===== src/rtl/step_ctrl.sv =====
// Execution-enable controller: debounces the step button and turns each press
// into a burst of single-cycle cpu_en pulses, with a run switch for free-running.
module step_ctrl #(
  parameter int DEBOUNCE_CYCLES = 1000000,
  parameter int DB_W            = 20,
  parameter int BURST_W         = 8
) (
  input  logic               clk,
  input  logic               rst,
  input  logic               btn_raw,
  input  logic               run_sw,
  input  logic [BURST_W-1:0] burst_len,
  output logic               cpu_en,
  output logic               busy,
  output logic               btn_level,
  output logic [31:0]        step_cnt
);

  typedef enum logic [1:0] {
    IDLE  = 2'd0,
    BURST = 2'd1,
    RUN   = 2'd2
  } state_t;

  localparam logic [DB_W-1:0]    DB_LAST   = DB_W'(DEBOUNCE_CYCLES - 1);
  localparam logic [DB_W-1:0]    DB_ZERO   = {DB_W{1'b0}};
  localparam logic [DB_W-1:0]    DB_ONE    = {{(DB_W-1){1'b0}}, 1'b1};
  localparam logic [BURST_W-1:0] REM_ZERO  = {BURST_W{1'b0}};
  localparam logic [BURST_W-1:0] REM_ONE   = {{(BURST_W-1){1'b0}}, 1'b1};

  state_t             state;
  state_t             state_nxt;
  logic               s1;
  logic               s2;
  logic [DB_W-1:0]    cnt;
  logic               press;
  logic [BURST_W-1:0] rem;
  logic [BURST_W-1:0] rem_nxt;

  // Synchroniser and debounce; press fires together with an accepted 0->1 level.
  always_ff @(posedge clk) begin
    if (rst) begin
      s1        <= 1'b0;
      s2        <= 1'b0;
      cnt       <= DB_ZERO;
      btn_level <= 1'b0;
      press     <= 1'b0;
    end else begin
      s1    <= btn_raw;
      s2    <= s1;
      press <= 1'b0;
      if (s2 == btn_level) begin
        cnt <= DB_ZERO;
      end else if (cnt == DB_LAST) begin
        btn_level <= s2;
        cnt       <= DB_ZERO;
        press     <= s2;
      end else begin
        cnt <= cnt + DB_ONE;
      end
    end
  end

  // FSM state and remaining-steps register.
  always_ff @(posedge clk) begin
    if (rst) begin
      state <= IDLE;
      rem   <= REM_ZERO;
    end else begin
      state <= state_nxt;
      rem   <= rem_nxt;
    end
  end

  // Next-state logic; burst_len is captured only when a burst starts.
  always_comb begin
    state_nxt = state;
    rem_nxt   = rem;
    case (state)
      IDLE: begin
        if (run_sw) begin
          state_nxt = RUN;
        end else if (press) begin
          state_nxt = BURST;
          rem_nxt   = (burst_len == REM_ZERO) ? REM_ONE : burst_len;
        end else begin
          state_nxt = IDLE;
        end
      end
      BURST: begin
        rem_nxt = rem - REM_ONE;
        if (rem == REM_ONE) begin
          state_nxt = run_sw ? RUN : IDLE;
        end else begin
          state_nxt = BURST;
        end
      end
      RUN: begin
        if (!run_sw) begin
          state_nxt = IDLE;
        end else begin
          state_nxt = RUN;
        end
      end
      default: begin
        state_nxt = IDLE;
        rem_nxt   = REM_ZERO;
      end
    endcase
  end

  // Outputs decoded from the state register.
  always_comb begin
    cpu_en = (state == BURST) || (state == RUN);
    busy   = (state != IDLE);
  end

  // Executed-step counter, wraps naturally at 2^32.
  always_ff @(posedge clk) begin
    if (rst) begin
      step_cnt <= 32'd0;
    end else if (cpu_en) begin
      step_cnt <= step_cnt + 32'd1;
    end else begin
      step_cnt <= step_cnt;
    end
  end

endmodule

===== config.mk =====
export PLATFORM = sky130hd
export DESIGN_NAME = step_ctrl
export DESIGN_NICKNAME = d
export VERILOG_FILES = /design/src/rtl/step_ctrl.sv
export SDC_FILE = /design/constraint.sdc
export NUM_CORES = 1
export LEC_CHECK = 0
export CORE_MARGIN = 4
export CORE_UTILIZATION = 45
export CTS_BUF_LIST = sky130_fd_sc_hd__clkbuf_4
export CTS_CLUSTER_DIAMETER = 200
export CTS_CLUSTER_SIZE = 30
export DETAILED_ROUTE_END_ITERATION = 7
export GPL_ROUTABILITY_DRIVEN = 0
export GPL_TIMING_DRIVEN = 1
export MAX_ROUTING_LAYER = met4
export PLACE_DENSITY = 0.71
export SLEW_MARGIN = 15
export SYNTH_ARGS = -nofsm -noshare
export SYNTH_HDL_FRONTEND = slang
export SYNTH_SLANG_ARGS = --single-unit

===== constraint.sdc =====
create_clock -name clk -period 5.4 [get_ports clk]
set_clock_uncertainty 0.05 [all_clocks]
set_input_delay 0.54 -clock clk [delete_from_list [all_inputs] [get_ports clk]]
set_output_delay 0.54 -clock clk [all_outputs]
set_load 0.01 [all_outputs]

==> key figures <==
Global routing
  – Gr ovfl total: 0
  – Largest net degree at the start of global routing: 49
  – Initial antenna violation count: 0
  – First-pass GRT wire length: 12.3 mm
  – Gr usage total: 17.8%
  – Vias in the first global route: 2683

Worst setup path
  – RR Endpoint: step_cnt[28]
  – Worst path slowest cell: clkdlybuf4s50_1
  – Data arrival time of the critical path: 1.95 ns
  – R2r setup slk: 2.92 ns
  – Crit path largest cell delay: 0.62 ns
  – Reg2reg path depth: 6
  – Critical path data required time: 4.81 ns
  – Crit path depth: 3
  – CP Capture Type: primary output
  – Critical path cell sequence: inv_1 > ha_1 > clkdlybuf4s50_1
  – Reg-to-Reg Start: state[0]
  – Worst setup path start: state[0]
  – Crit start category: flop
  – Critical path endpoint: cpu_en
  – Crit path max-delay family: buffers and inverters
  – Setup CP Type: reg -> out
  – Worst Path Buf+Inv: 2
  – CP Max Fanout: 9

STA
  – Slew Limit Fails: 0
  – Crit path time final: 2.54 ns
  – F_max: 394 MHz
  – Endpoints failing setup: 0
  – Final Cycle Share: 47.0%
  – Setup tns final: 0 ns
  – Final hold slack: 0.410 ns
  – RSZ-0062 raised after global routing: no
  – Slew margin rel.: 47.0%
  – Measured slew at the worst slew-check pin: 0.788 ns
  – Fin. Hold Viols: 0

Logic synthesis
  – Sequential area share after synthesis: 40.8%
  – Flops & latches, synth: 66
  – Post-Syn Area: 0.00324 mm^2
  – Syn Area/Cell: 8.52 um^2
  – Post-synth EDFFs: 0
  – Ys Warns: 0
  – Synth Instances: 380
  – Fraction of registers with async set/reset: 0%
  – Synthesized net count: 400
  – Prevailing post-synth register cell: dfxtp_1
  – Cell variety after synth: 44

Clocking
  – Clk root buf: clkbuf_4
  – CTS resizes: 0
  – CTS sink count: 66
  – Clk_lat worst skew: 0.39 ns
  – Deepest clock path buffer count: 2
  – CTS tree: done
  – # Post-CTS Setup Buffers: 0
  – H-tree levels: 3
  – CTS Buf Count: 9
  – Reg clk slew, reported paths: 0.10 ns
  – # hold bufs at CTS: 0

Drt
  – DRC: 0
  – DR vias/cell: 5.66
  – Routed wire length: 7.12 mm
  – Antenna Nets Post-Route: 0
  – DR pass1 iterations: 5
  – Routed length per instance: 13.6 um
  – Via Count: 2955
  – DR iter-0 viols: 138

Cells and area
  – Fraction of layout cells with a size suffix above 1: 5.16%
  – Leading cell type in the layout, fill and taps excluded: dfxtp_1
  – Fin area: 0.00385 mm^2
  – Nets: 445
  – Util after Layout: 55.7%
  – Most frequent cells in the layout: dfxtp_1 (66), clkdlybuf4s50_1 (46), a21oi_1 (37)
  – Number of diodes: 0
  – Area delta synth->final: 18.9%

Pwr
  – Peak supply drop: 0.119 mV
  – Cell Pwr Density: 206 mW/mm^2
  – Pleak: 1.23 nW

Placed design
  – Post-DP HPWL: 5.11 mm
  – Post-Place Cell Area: 0.00377 mm^2
  – PortBufs: 46

Run
  – Max Cap Viol: 0

Status
  – Outcome: complete, no violations

Floorplanning
  – DIE HEIGHT: 92.8 um
  – I/O pin cnt: 47
  – Die W: 92.8 um
  – Initial Utilization: 46.9%
  – Row count: 30
  – Die ar.: 0.00861 mm^2
  – Core Box Area: 0.00691 mm^2

Min path
  – Type of the worst min-delay path: reg -> reg
synth_stat cells (2+ instances only):
master    number  area [um^2]
dfxtp_1       66         1320
a21oi_1       37          185
nor2_1        32          120
nand2_1       25         93.8
o21ai_0       22          110
nand3_1       17         85.1
inv_1         16         60.1
nand4_1       16          100
or4_1         16          120
xor2_1        15          131
o31ai_1       14          105
or3_1         13         81.3
and4_1         9         78.8
ha_1           8          100
nor4_1         8         50.1
and3_1         7         43.8
clkbuf_1       7         26.3
xnor2_1        7         61.3
buf_2          5         25.0
nor2b_1        4         25.0
a21o_1         3         22.5
a31oi_1        3         18.8
a32o_1         3         30.0
and2_1         2         12.5
nand2b_1       2         12.5
nand4_4        2         42.5
nor3_1         2         10.0
or3_2          2         15.0
or4_4          2         22.5
sequential cells by signal, indices dropped and copies added (netlist names):
| register | count |
|---|---|
| btn_level | 1 |
| cnt | 20 |
| press | 1 |
| rem | 8 |
| s1 | 1 |
| s2 | 1 |
| state | 2 |
| step_cnt | 32 |
layer usage:
layer  wire length (um)  global-route usage (%)  up-vias
met5                  0                       -        -
met4                114                    7.45        0
li1                   -                       -     1504
met3                354                    4.06       10
met1               3360                    22.5     1376
met2               3290                    27.4       65
worst register-to-register path, cell delays in order, from the launching register on:
cell     delay [ns]
dfxtp_1        0.37
inv_1          0.07
ha_1           0.49
nand4_4        0.19
or3_1          0.56
or4_1          0.54
a21oi_1        0.14
worst min-delay path by stage:
stage / start / endpoint / slack [ns] / cells past startpoint
6_report: s1 / s2 / 0.41 / 1
3_5_place_dp: s1 / s2 / 0.40 / 1
2_1_floorplan: s1 / s2 / 0.36 / 1
5_1_grt: s1 / s2 / 0.43 / 1
3_3_place_gp: s1 / s2 / 0.37 / 1
4_1_cts: s1 / s2 / 0.41 / 1
logic make-up (layout without fill, tap and decap cells):
logic type / after synthesis / in the layout / share of synthesized area, %
adders and majority gates: 8 / 8 / 3.09
DFF: 66 / 66 / 40.8
buffers and inverters: 30 / 76 / 3.90
xor gates and xnor gates: 22 / 22 / 5.95
and+or+nand+nor: 164 / 164 / 29.5
AOI/OAI and AO/OA: 88 / 88 / 16.0
muxes: 2 / 2 / 0.657
where the power goes:
part | total (mW) | switching (mW) | internal (mW)
registers | 0.497 | 0.00510 | 0.492
clock network | 0.243 | 0.155 | 0.0880
logic | 0.0516 | 0.0287 | 0.0229
total | 0.792 | 0.189 | 0.603
metrics by stage:
stage	setup slack (ns)	total power, mW	instances
finish	2.86	0.792	522
global route	2.73	0.836	522
CTS	2.82	0.804	522
detailed placement	2.92	0.560	510
global placement	3.03	0.559	510
floorplan	3.09	0.539	380
final cells by class:
class / instances / area, um^2
fillers: 657 / 3060
multi-input cells: 284 / 1790
flip-flops and latches: 66 / 1320
repair buffers: 48 / 475
well taps: 96 / 120
clock buffers: 10 / 75.1
inverters: 16 / 60.1
clock inverters: 2 / 8.76
Power figures use the tool's default switching activity.
